## config.mk

```make
export PLATFORM = sky130hd
export DESIGN_NAME = out_port_fifo_bank_flat
export DESIGN_NICKNAME = d
export VERILOG_FILES = /design/src/rtl/out_port_fifo_bank_pkg.sv /design/src/rtl/out_port_fifo_bank_if.sv /design/src/rtl/out_port_fifo_bank_chan.sv /design/src/rtl/out_port_fifo_bank.sv /design/src/flat_wrapper.sv
export SDC_FILE = /design/constraint.sdc
export NUM_CORES = 1
export LEC_CHECK = 0
export ABC_AREA = 1
export ABC_CLOCK_PERIOD_IN_PS = 2500
export BUFFER_PORTS_ARGS = -buffer_cell sky130_fd_sc_hd__buf_4
export CORE_MARGIN = 2
export CORE_UTILIZATION = 40
export CTS_BUF_LIST = sky130_fd_sc_hd__clkbuf_8 sky130_fd_sc_hd__clkbuf_16
export DETAILED_ROUTE_END_ITERATION = 8
export GPL_TIMING_DRIVEN = 0
export PLACE_DENSITY_LB_ADDON = 0.25
export SLEW_MARGIN = 20
export SYNTH_ARGS = -nofsm -noshare
export SYNTH_HDL_FRONTEND = slang
export SYNTH_SLANG_ARGS = --single-unit
```

## constraint.sdc

```tcl
create_clock -name clk -period 2.5 [get_ports clk]
set_clock_uncertainty 0.1 [all_clocks]
set_input_delay 0.25 -clock clk [delete_from_list [all_inputs] [get_ports clk]]
set_output_delay 0.25 -clock clk [all_outputs]
set_load 0.01 [all_outputs]
```

## src/rtl/out_port_fifo_bank_pkg.sv

```systemverilog
// out_port_fifo_bank_pkg: shared defaults, channel names and sizing helper for the output FIFO bank
package out_port_fifo_bank_pkg;
    localparam int DEF_WIDTH = 8;
    localparam int DEF_NCH   = 4;
    localparam int DEF_DEPTH = 4;
    typedef enum logic [1:0] {CH_0, CH_1, CH_2, CH_3} chan_e;
    function automatic int ptr_bits(input int depth);
        return $clog2(depth);
    endfunction
endpackage

```

## src/rtl/out_port_fifo_bank_if.sv

```systemverilog
// out_port_fifo_bank_if: CPU write port and per-channel consumer handshake; ovf present under OUT_PORT_OVF_EN
interface out_port_fifo_bank_if
    import out_port_fifo_bank_pkg::*;
#(
    parameter int WIDTH = DEF_WIDTH,
    parameter int NCH   = DEF_NCH,
    parameter int SELW  = $clog2(DEF_NCH)
);
    logic                 we;
    logic [SELW-1:0]      sel;
    logic [WIDTH-1:0]     wd;
    logic                 wr_ready;
    logic [NCH*WIDTH-1:0] out_data;
    logic [NCH-1:0]       out_valid;
    logic [NCH-1:0]       out_ready;
    logic [NCH-1:0]       full;
`ifdef OUT_PORT_OVF_EN
    logic [NCH-1:0]       ovf;
    modport master (output we, sel, wd, out_ready, input wr_ready, out_data, out_valid, full, ovf);
    modport slave  (input we, sel, wd, out_ready, output wr_ready, out_data, out_valid, full, ovf);
`else
    modport master (output we, sel, wd, out_ready, input wr_ready, out_data, out_valid, full);
    modport slave  (input we, sel, wd, out_ready, output wr_ready, out_data, out_valid, full);
`endif
endinterface

```

## src/rtl/out_port_fifo_bank_chan.sv

```systemverilog
// out_chan_fifo: one first-word-fall-through channel FIFO; sticky overflow flag under OUT_PORT_OVF_EN
module out_chan_fifo
    import out_port_fifo_bank_pkg::*;
#(
    parameter int WIDTH = DEF_WIDTH,
    parameter int DEPTH = DEF_DEPTH
) (
    input  logic             clk,
    input  logic             reset,
    input  logic             i_push,
    input  logic [WIDTH-1:0] i_din,
    input  logic             i_pop_rdy,
    output logic [WIDTH-1:0] o_dout,
    output logic             o_valid,
`ifdef OUT_PORT_OVF_EN
    output logic             o_ovf,
`endif
    output logic             o_full
);
    localparam int AW = ptr_bits(DEPTH);
    localparam int CW = AW + 1;

    logic [WIDTH-1:0] r_mem [DEPTH];
    logic [AW-1:0]    r_wptr;
    logic [AW-1:0]    r_rptr;
    logic [CW-1:0]    r_count;
    logic             w_push;
    logic             w_pop;

    // i_push is the raw request; acceptance uses the start-of-cycle full flag
    assign w_push  = i_push && !o_full;
    assign w_pop   = o_valid && i_pop_rdy;
    assign o_full  = r_count == CW'(DEPTH);
    assign o_valid = r_count != '0;
    assign o_dout  = o_valid ? r_mem[r_rptr] : '0;

    // pointers and occupancy; reset discards queued data without a clock edge
    always_ff @(posedge clk or posedge reset) begin
        if (reset) begin
            r_wptr  <= '0;
            r_rptr  <= '0;
            r_count <= '0;
        end else begin
            if (w_push) r_wptr <= r_wptr + AW'(1);
            if (w_pop) r_rptr <= r_rptr + AW'(1);
            r_count <= r_count + {{AW{1'b0}}, w_push} - {{AW{1'b0}}, w_pop};
        end
    end

    // storage is deliberately left unreset; the count gates everything visible
    always_ff @(posedge clk) begin
        if (w_push) r_mem[r_wptr] <= i_din;
    end

`ifdef OUT_PORT_OVF_EN
    logic r_ovf;
    assign o_ovf = r_ovf;

    // sticky flag on a dropped write; an accepted zero word acknowledges it
    always_ff @(posedge clk or posedge reset) begin
        if (reset) r_ovf <= 1'b0;
        else if (i_push && o_full) r_ovf <= 1'b1;
        else if (w_push && i_din == '0) r_ovf <= 1'b0;
    end
`endif
endmodule

```

## src/rtl/out_port_fifo_bank.sv

```systemverilog
// out_port_fifo_bank: NCH output channels, each a DEPTH-entry FIFO fed by the CPU write port (OUT_PORT_OVF_EN adds ovf)
module out_port_fifo_bank
    import out_port_fifo_bank_pkg::*;
#(
    parameter int WIDTH = DEF_WIDTH,
    parameter int NCH   = DEF_NCH,
    parameter int DEPTH = DEF_DEPTH,
    parameter int SELW  = 2
) (
    input logic                clk,
    input logic                reset,
    out_port_fifo_bank_if.slave bus
);
    localparam logic [SELW:0] NCH_LIM = (SELW + 1)'(NCH);

    logic [NCH-1:0]       w_push_req;
    logic [NCH-1:0]       w_valid;
    logic [NCH-1:0]       w_full;
    logic [NCH*WIDTH-1:0] w_data;
`ifdef OUT_PORT_OVF_EN
    logic [NCH-1:0]       w_ovf;
    assign bus.ovf = w_ovf;
`endif

    // one-hot write request; out-of-range selects shift out to nothing
    assign w_push_req    = bus.we ? ({{(NCH-1){1'b0}}, 1'b1} << bus.sel) : '0;
    assign bus.wr_ready  = ({1'b0, bus.sel} < NCH_LIM) && !w_full[bus.sel];
    assign bus.out_valid = w_valid;
    assign bus.full      = w_full;
    assign bus.out_data  = w_data;

    for (genvar g = 0; g < NCH; g++) begin : g_chan
        out_chan_fifo #(.WIDTH(WIDTH), .DEPTH(DEPTH)) u_chan (
            .clk      (clk),
            .reset    (reset),
            .i_push   (w_push_req[g]),
            .i_din    (bus.wd),
            .i_pop_rdy(bus.out_ready[g]),
            .o_dout   (w_data[g*WIDTH +: WIDTH]),
            .o_valid  (w_valid[g]),
`ifdef OUT_PORT_OVF_EN
            .o_ovf    (w_ovf[g]),
`endif
            .o_full   (w_full[g])
        );
    end
endmodule

```

## src/flat_wrapper.sv

```systemverilog
// flat-port wrapper written by rule: the top's interface ports become plain ports
module out_port_fifo_bank_flat import out_port_fifo_bank_pkg::*;
#(
    parameter int WIDTH = DEF_WIDTH,
    parameter int NCH   = DEF_NCH,
    parameter int DEPTH = DEF_DEPTH,
    parameter int SELW  = 2
)
  (clk, reset, bus_we, bus_sel, bus_wd, bus_out_ready, bus_wr_ready, bus_out_data, bus_out_valid, bus_full);
  out_port_fifo_bank_if #(.WIDTH(WIDTH), .NCH(NCH), .SELW(SELW)) bus_i ();
  input logic clk;
  input logic reset;
  input wire logic [$bits(bus_i.we)-1:0] bus_we;
  input wire logic [$bits(bus_i.sel)-1:0] bus_sel;
  input wire logic [$bits(bus_i.wd)-1:0] bus_wd;
  input wire logic [$bits(bus_i.out_ready)-1:0] bus_out_ready;
  output wire logic [$bits(bus_i.wr_ready)-1:0] bus_wr_ready;
  output wire logic [$bits(bus_i.out_data)-1:0] bus_out_data;
  output wire logic [$bits(bus_i.out_valid)-1:0] bus_out_valid;
  output wire logic [$bits(bus_i.full)-1:0] bus_full;
  assign bus_i.we = bus_we;
  assign bus_i.sel = bus_sel;
  assign bus_i.wd = bus_wd;
  assign bus_i.out_ready = bus_out_ready;
  assign bus_wr_ready = bus_i.wr_ready;
  assign bus_out_data = bus_i.out_data;
  assign bus_out_valid = bus_i.out_valid;
  assign bus_full = bus_i.full;
  out_port_fifo_bank #(.WIDTH(WIDTH), .NCH(NCH), .DEPTH(DEPTH), .SELW(SELW)) u_core (.clk(clk), .reset(reset), .bus(bus_i));
endmodule
```

==> results of run 1 <==
-- routing by layer --
layer	vias to the layer above	track usage
met5	-	0
met2	79	0.253
li1	2328	-
met1	2082	0.209
met4	0	0.0750
met3	23	0.0390
-- cells by family after synthesis --
group                    synth area share
AND/OR/NAND/NOR                     0.173
flip-flops                          0.637
buffers and inverters              0.0934
AO/OA/AOI/OAI                      0.0252
adder cells (fa/ha/maj)            0.0515
XOR/XNOR                           0.0196
-- worst min-delay path: stages --
cell and delay [ns]:
buf_4 0.12, nor3_2 0.06, nand3_1 0.06, nand2_1 0.05
-- registers in the layout, indices dropped and copies added (netlist names) --
register and cells:
u_core.g_chan.u_chan.r_wptr 8, u_core.g_chan.u_chan.r_mem 128, u_core.g_chan.u_chan.r_count 12, u_core.g_chan.u_chan.r_rptr 8
-- path summary, 6_finish.rpt --
| kind | slack, ns | startpoint | endpoint |
|---|---|---|---|
| setup / recovery | 0.30 | u_core.g_chan[3].u_chan.r_count[1]$_DFF_PP0_ | u_core.g_chan[3].u_chan.r_count[1]$_DFF_PP0_ |
| min in group asynchronous | 0.38 | reset | u_core.g_chan[0].u_chan.r_count[0]$_DFF_PP0_ |
| hold reg to reg | 0.41 | u_core.g_chan[1].u_chan.r_count[0]$_DFF_PP0_ | u_core.g_chan[1].u_chan.r_count[0]$_DFF_PP0_ |
| setup reg to reg | 0.30 | u_core.g_chan[3].u_chan.r_count[1]$_DFF_PP0_ | u_core.g_chan[3].u_chan.r_count[1]$_DFF_PP0_ |
| max in group asynchronous | 1.49 | reset | u_core.g_chan[2].u_chan.r_wptr[1]$_DFFE_PP0P_ |
| hold / removal | 0.06 | bus_sel[1] | u_core.g_chan[0].u_chan.r_wptr[0]$_DFFE_PP0P_ |
-- repair_timing --
item,in CTS,in global routing
hold buffers,1,0
resized for setup,0,0
endpoints found under the hold margin,28,0
-- cell usage in the layout, fill, tap and decap left out, drive strengths merged --
cell | Yosys | final
clkbuf | 0 | 24
nand3 | 44 | 44
xnor2 | 11 | 11
nor2 | 21 | 21
fa | 4 | 4
nand4 | 2 | 2
buf | 25 | 81
clkinv | 0 | 5
ha | 23 | 23
dfrtp | 28 | 28
nand2 | 235 | 235
inv | 129 | 131
a21oi | 32 | 32
dlygate4sd3 | 0 | 1
xor2 | 5 | 5
nor3 | 3 | 3
bufinv | 0 | 1
edfxtp | 128 | 128
o21ai | 4 | 4
-- power breakdown --
part,total (mW),switching (mW),internal [mW],leakage [nW]
sequential,3.40,0.213,3.18,1.49
clock,2.52,0.950,1.57,0.309
combinational,3.73,2.15,1.57,2.09
-- stage by stage --
step | total power [mW] | util | hold slack (ns)
floorplan | 5.82 | - | 0.215
global placement | 7.09 | 0.452 | 0.386
detailed placement | 7.19 | 0.452 | 0.307
CTS | 9.72 | 0.487 | 0.0436
global route | 10.3 | 0.487 | 0.0519
finish | 9.65 | 0.487 | 0.0582
-- layout make-up --
type,instances,area share
tap,225,0.0333
clock inverter,8,0.00741
inverter,129,0.0573
timing repair buffer,57,0.0510
multi-input combinational,384,0.228
sequential,156,0.538
buffer,25,0.0216
clock buffer,24,0.0631
==> results_dict.tcl, run 1 <==
set metrics [dict create \
    status "complete, no violations" \
    yosysTopAreaCell "edfxtp_1" \
    synth_edf_count 128 \
    setup-tns-final_ns 0 \
    place_inst 975 \
    dpl_cell_area_sq_um 7840 \
    vias 4512 \
    viasPerCell 4.48 \
    wirelength_microns 14000 \
    register_area_sq_um 4540 \
    period_share 0.878 \
    cts_max_level 4 \
    cp_top_family "adder cells" \
    critPathCaptureType "flip-flop" \
    synth_area_leaders "edfxtp_1 (54%), nand2_1 (12%), dfrtp_1 (9.8%), inv_1 (6.5%), ha_1 (4.0%)" \
    gp_congestion 0.797 \
    powerDensity_nw_per_um2 1140 \
    reg2reg_depth 9 \
    syn_nets 738 \
    grt_usage 0.160 \
    coreArea_sq_um 17400 \
    peakVddDrop_uv 539 \
    clk_latency_ns 0.42 \
    grt_antenna_before_repair 0 \
    fillers 1582 \
    portBuffers 56 \
    ys.flop_type "edfxtp_1" \
    route.detailed.drc 0 \
    clk_pin_slew_ns 0.06 \
    worst_path_max_delay_cell "fa_1" \
    grt_pass1_vias 4389 \
    fmax_ghz 0.455 \
    drt-pass1-iter-count 4 \
    syn_inst 694 \
    pin_count 58 \
    post-route-min-period_ns 2.20 \
    drtAntennaViolNets 0 \
    cts_max_path_buffers 2 \
    cp_common_cell "inv_1" \
    syn-cell-area_sq_um 7140 \
    netlist-cell-type-count 22 \
    grt-ovfl-total 0 \
    crit_type "reg -> reg" \
    postCtsSetupBuffers 0 \
    wl_met3_microns 560 \
    synth_most_common_cell "nand2_1" \
    grt_pass1_wl_microns 22500 \
    die_h_microns 138 \
    ys_ff_latch 156 \
    tightest_slew_ns 0.813 \
    syn_to_final_growth_pct 18.3 \
    fin_area_sq_um 8440 \
    rows 48 \
    cts_root_buffer "clkbuf_16" \
    synth_common_cells "nand2_1 (234), edfxtp_1 (128), inv_1 (124)" \
    cts_tree "done" \
    drtIter0Drc 323 \
    crit_buf_inv 4 \
    critPathRequiredTime_ns 2.72 \
    setup.worst_path.start_class "flip-flop" \
    maxCapViolations 0 \
    pre_cts_slack_ns 0.297 \
    nNetsFinal 814 \
    dp_hpwl_microns 9540 \
    timing.final.ws_setup_ns 0.304 \
    rsz0062_at_grt "false" \
    final_layout_size_suffix_gt1_frac 0.156 \
    synth.top_cell.area_share 0.539 \
    instances_no_fill 1008 \
    clkSinkCount 156 \
    holdPathStages 4 \
    grt_max_degree 29 \
    initial_utilization 0.411 \
    path_depth 9 \
    cp_cell_sequence "inv_1 -> nand3_1 -> nand3_2 -> ha_1 -> inv_1 -> ha_1 -> inv_1 -> fa_1 -> inv_1" \
    antenna_cells 0 \
    multi_input_area_sq_um 1930 \
    drt-met1-wl_microns 6600 \
    yosys_warnings 0 \
    hp-class "in -> reg" \
    slew_headroom 0.456 \
    cpPeakStageDelay_ns 0.48 \
    top_layer "met4" \
    worst-path-max-fanout 7 \
    post_drt_wl_per_cell_microns 13.9 \
    ys_async_sr_fraction 0.179 \
    wl_met2_microns 6550 \
    finalMaxSlewViolations 0 \
    hold_violations 0 \
    dieWidth_microns 138 \
    syn_avg_cell_area_sq_um 10.3 \
    cp.arrival_ns 2.41 \
    yosysSeqAreaShare 0.637 \
    finalSetupViolations 0 \
    die-area_sq_um 18900 \
    cts_made_buffers 17 \
    static-leakage-power_nw 3.89 \
]
Note: power is estimated with default switching activity, not from simulation.
==> run 2, diff against run 1 <==
CORE_MARGIN = default   (was 2)
==> results_dict.tcl, run 2 (synthesis results as in run 1) <==
set metrics [dict create \
    cp_cell_sequence "nor2_1 -> nand2_1 -> nand2_1 -> inv_1 -> ha_1 -> inv_1 -> ha_1 -> inv_1 -> fa_1 -> xnor2_1" \
    critPathCaptureType "flip-flop" \
    largest_reg_flops 128 \
    die-area_sq_um 18400 \
    fmax_ghz 0.452 \
    grt_pass1_vias 4525 \
    internal_power_mw 6.43 \
    regMostFlops "u_core.g_chan.u_chan.r_mem" \
    worst-path-max-fanout 4 \
    grt-ovfl-total 0 \
    post_drt_wl_per_cell_microns 14.4 \
    switching_share 0.347 \
    dieWidth_microns 136 \
    switchingPower_mw 3.41 \
    dp_hpwl_microns 9780 \
    cts_max_path_buffers 2 \
    fillers 1529 \
    postCtsSetupBuffers 0 \
    drt-pass1-iter-count 5 \
    timing.final.ws_setup_ns 0.289 \
    cts_tree "done" \
    vias 4647 \
    cts_root_buffer "clkbuf_16" \
    finalMaxSlewViolations 0 \
    antenna_cells 0 \
    multi_input_area_sq_um 1930 \
    status "complete, no violations" \
    die_h_microns 136 \
    crit_type "reg -> reg" \
    grt_max_degree 29 \
    peakVddDrop_uv 573 \
    initial_utilization 0.411 \
    powerDensity_nw_per_um2 1160 \
    critPathRequiredTime_ns 2.74 \
    register_area_sq_um 4540 \
    grt_usage 0.171 \
    finalSetupViolations 0 \
    period_share 0.884 \
    pre_cts_slack_ns 0.279 \
    portBuffers 56 \
    drtAntennaViolNets 0 \
    rsz0062_at_grt "false" \
    post-route-min-period_ns 2.21 \
    wirelength_microns 14500 \
    clk_latency_ns 0.42 \
    hp-class "in -> reg" \
    slew_headroom 0.465 \
    setup-tns-final_ns 0 \
    hold_violations 0 \
    drtIter0Drc 298 \
    maxCapViolations 0 \
    rows 48 \
    biggestRegsByFlops "u_core.g_chan.u_chan.r_mem x128, u_core.g_chan.u_chan.r_count x12" \
    grt_pass1_wl_microns 23200 \
    pin_count 58 \
    syn_to_final_growth_pct 18.7 \
    combPwrFrac 0.380 \
    nNetsFinal 814 \
    worst_path_max_delay_cell "dfrtp_1" \
    clkSinkCount 156 \
    mostFrequentLayoutCell "nand2_1" \
    p_total_mw 9.84 \
    static-leakage-power_nw 3.87 \
    cts_resized 0 \
    route.detailed.drc 0 \
    viasPerCell 4.61 \
    grt_antenna_before_repair 0 \
    coreArea_sq_um 17400 \
    final_cell_mix "nand2_1 (234), edfxtp_1 (128), inv_1 (124)" \
    ctsHoldBuffers 1 \
    cpPeakStageDelay_ns 0.42 \
    cp.arrival_ns 2.45 \
    seqPwrFrac 0.345 \
    cts_max_level 4 \
    setup.worst_path.start_class "flip-flop" \
    clk_pin_slew_ns 0.06 \
    tightest_slew_ns 0.799 \
    gp_congestion 0.807 \
    clkPwrFrac 0.275 \
    cts_made_buffers 17 \
    final_layout_size_suffix_gt1_frac 0.157 \
    cp_common_cell "inv_1" \
]
-- run 2: changes by cell type in the layout (fill, tap and decap cells not counted), sizes merged --
cell	previous run	this run
bufinv	1	4
inv	131	132
clkbuf	24	17
clkinvlp	0	5
clkinv	5	3
-- run 2: path summary, 6_finish.rpt --
kind / start / endpoint / slack, ns / cells after the start
worst max-delay path: u_core.g_chan[2].u_chan.r_count[1]$_DFF_PP0_ / u_core.g_chan[2].u_chan.r_count[2]$_DFF_PP0_ / 0.29 / 10
worst min-delay path: bus_sel[1] / u_core.g_chan[0].u_chan.r_wptr[0]$_DFFE_PP0P_ / 0.07 / 4
worst max register to register: u_core.g_chan[2].u_chan.r_count[1]$_DFF_PP0_ / u_core.g_chan[2].u_chan.r_count[2]$_DFF_PP0_ / 0.29 / 10
worst min register to register: u_core.g_chan[3].u_chan.r_count[0]$_DFF_PP0_ / u_core.g_chan[3].u_chan.r_count[0]$_DFF_PP0_ / 0.40 / 1
max in group asynchronous: reset / u_core.g_chan[3].u_chan.r_rptr[0]$_DFFE_PP0P_ / 1.46 / 3
min in group asynchronous: reset / u_core.g_chan[1].u_chan.r_count[0]$_DFF_PP0_ / 0.39 / 3
-- run 2: area by class of cell --
| class | count | share of cell area |
|---|---|---|
| tap | 225 | 0.0332 |
| buffer | 25 | 0.0216 |
| multi-input combinational | 384 | 0.227 |
| clock inverter | 15 | 0.0233 |
| sequential | 156 | 0.536 |
| inverter | 129 | 0.0572 |
| clock buffer | 17 | 0.0502 |
| timing repair buffer | 57 | 0.0508 |
-- run 2: worst max-delay path: cells and delay by family, from the launching register on --
family	cells	cell delay (ns)
adders and majority gates	3	0.77
DFF	1	0.42
xor gates and xnor gates	1	0.19
and+or+nand+nor	3	0.47
buffers and inverters	3	0.18
-- run 2: routing by layer --
layer,vias up,part of all wire,global-route usage
li1,2334,-,-
met1,2203,0.46,0.216
met2,100,0.49,0.282
met3,10,0.047,0.0490
met4,0,0.0085,0.0531
met5,-,0,0
-- run 2: power groups by stage --
stage	logic, mW	registers [mW]	clock network [mW]
global route	4.20	3.44	2.85
floorplan	2.43	3.40	0
global placement	3.66	3.42	0
finish	3.74	3.40	2.71
CTS	3.78	3.40	2.73
detailed placement	3.75	3.45	0
-- run 2: metrics by stage --
stage | cells | util | hold slack [ns] | cell area (sq um)
after floorplan | 694 | - | 0.215 | 7140
after global placement | 975 | 0.452 | 0.386 | 7840
final | 1008 | 0.488 | 0.0659 | 8470
after detailed placement | 975 | 0.452 | 0.300 | 7840
after CTS | 1008 | 0.488 | 0.0426 | 8470
after global routing | 1008 | 0.488 | 0.0560 | 8470
==> run 3, diff against run 2 <==
CORE_UTILIZATION = 60   (was 40)
REMOVE_ABC_BUFFERS = 1   (was default)
==> results_dict.tcl, run 3 (synthesis results as in run 1) <==
set metrics [dict create \
    cts_tree "done" \
    grt_pass1_wl_microns 22200 \
    vias 4559 \
    finalMaxSlewViolations 0 \
    maxCapViolations 0 \
    r2r_slack_ns 0.33 \
    fin_hold_ws_ns 0.0674 \
    final_cell_mix "nand2_1 (234), edfxtp_1 (128), inv_1 (126)" \
    p_total_mw 9.34 \
    pin_count 58 \
    status "complete, but fails checks" \
    register_area_sq_um 4550 \
    dp_hpwl_microns 8870 \
    setup.worst_path.start_class "flip-flop" \
    gp_congestion 0.746 \
    multi_input_area_sq_um 1930 \
    clkSinkCount 156 \
    worst-path-max-fanout 18 \
    powerDensity_nw_per_um2 1150 \
    fillers 853 \
    syn_to_final_growth_pct 14.0 \
    rsz0062_at_grt "false" \
    post_drt_wl_per_cell_microns 15.1 \
    static-leakage-power_nw 3.75 \
    fmax_ghz 0.427 \
    reg2reg_depth 9 \
    grt-ovfl-total 0 \
    grt_usage 0.241 \
    cp_top_family "flip-flops" \
    route.detailed.drc 6 \
    biggestRegsByFlops "u_core.g_chan.u_chan.r_mem x128, u_core.g_chan.u_chan.r_count x12" \
    r2r-end "u_core.g_chan[3].u_chan.r_count[2]$_DFF_PP0_" \
    setup-tns-final_ns 0 \
    die-area_sq_um 12300 \
    grt_antenna_before_repair 0 \
    period_share 0.937 \
    clk_pin_slew_ns 0.06 \
    hp-class "in -> reg" \
    dieWidth_microns 111 \
    holdPathStages 3 \
    wirelength_microns 13600 \
    final_layout_size_suffix_gt1_frac 0.123 \
    critPathRequiredTime_ns 2.15 \
    finalSetupViolations 0 \
    top_usage_layer "met2" \
    hold_violations 0 \
    worst_path_max_delay_cell "dfrtp_1" \
    drtIter0Drc 323 \
    coreArea_sq_um 11500 \
    tightest_slew_ns 0.846 \
    mostFrequentLayoutCell "nand2_1" \
    antenna_cells 0 \
    violations "DRC" \
    die_h_microns 111 \
    post-route-min-period_ns 2.34 \
    crit_type "reg -> out" \
    rows 39 \
    finish.utilization 0.707 \
    cp_cell_sequence "inv_2 -> nand2_1 -> nand3_1 -> a21oi_1 -> buf_4" \
    timing.rr.start "u_core.g_chan[3].u_chan.r_count[1]$_DFF_PP0_" \
    cts_made_buffers 17 \
    grt_max_degree 29 \
    hold_start "bus_sel[0]" \
    viasPerCell 5.05 \
    slew_headroom 0.434 \
    cts_max_level 4 \
    cts_root_buffer "clkbuf_16" \
    crit_buf_inv 2 \
    cpPeakStageDelay_ns 0.72 \
    met1_usage 0.321 \
    clk_latency_ns 0.42 \
    regMostFlops "u_core.g_chan.u_chan.r_mem" \
    grt_use_met3 0.0552 \
    initial_utilization 0.620 \
    cts_max_path_buffers 2 \
    critPathCaptureType "primary output" \
    peakVddDrop_uv 661 \
    nNetsFinal 790 \
    portBuffers 57 \
    largest_reg_flops 128 \
    cp.arrival_ns 1.99 \
    grtUsageMet2 0.388 \
    grt_pass1_vias 4394 \
    drtAntennaViolNets 0 \
    drt-pass1-iter-count 7 \
    min_to "u_core.g_chan[3].u_chan.r_wptr[1]$_DFFE_PP0P_" \
]
[run 3: layout make-up]
cell class	count	share of cell area
clock buffer	17	0.0523
clock inverter	15	0.0171
inverter	129	0.0595
multi-input combinational	384	0.237
sequential	156	0.559
tap	143	0.0220
timing repair buffer	58	0.0538
[run 3: worst max path at each step]
stage / slack [ns] / to / cells after the start / startpoint
after floorplan: 0.48 / u_core.g_chan[2].u_chan.r_count[2]$_DFF_PP0_ / 10 / u_core.g_chan[2].u_chan.r_count[1]$_DFF_PP0_
after global placement: 0.38 / u_core.g_chan[0].u_chan.r_count[1]$_DFF_PP0_ / 9 / u_core.g_chan[0].u_chan.r_count[1]$_DFF_PP0_
after detailed placement: 0.31 / u_core.g_chan[3].u_chan.r_count[2]$_DFF_PP0_ / 9 / u_core.g_chan[3].u_chan.r_count[1]$_DFF_PP0_
after CTS: 0.10 / bus_out_data[6] / 5 / u_core.g_chan[0].u_chan.r_rptr[0]$_DFFE_PP0P_
after global routing: 0.002 / bus_out_data[30] / 5 / u_core.g_chan[3].u_chan.r_rptr[0]$_DFFE_PP0P_
final: 0.16 / bus_out_data[16] / 5 / u_core.g_chan[2].u_chan.r_rptr[0]$_DFFE_PP0P_
[run 3: metrics by stage]
stage	setup slack [ns]	instances	cell area [sq um]
2_1_floorplan	0.476	669	6950
3_3_place_gp	0.375	869	7560
5_1_grt	0.00163	902	8140
3_5_place_dp	0.308	869	7560
6_report	0.157	902	8140
4_1_cts	0.100	901	8130
[run 3: repair_timing]
item,4_1_cts,5_1_grt
buffers inserted,0,0
endpoints found under the setup margin,0,8
endpoints found under the hold margin,0,28
resized for setup,0,2
hold buffers,0,1
[run 3: where the power goes]
part	internal (mW)	switching, mW
sequential	3.18	0.483
clock	1.53	0.941
combinational	1.37	1.84
total	6.08	3.26
[run 3: routing by layer]
| layer | vias up | part of all wire | wire, microns |
|---|---|---|---|
| met3 | 18 | 0.050 | 687 |
| met5 | - | 0 | 0 |
| li1 | 2280 | - | - |
| met1 | 2146 | 0.43 | 5890 |
| met4 | 0 | 0.017 | 236 |
| met2 | 115 | 0.50 | 6820 |
[run 3: worst register-to-register path: stages, from the launching register on]
cell	delay, ns
dfrtp_1	0.42
inv_1	0.07
nand3_1	0.20
nand3_2	0.19
ha_1	0.33
inv_1	0.05
ha_1	0.12
inv_1	0.05
fa_1	0.37
xnor2_1	0.14
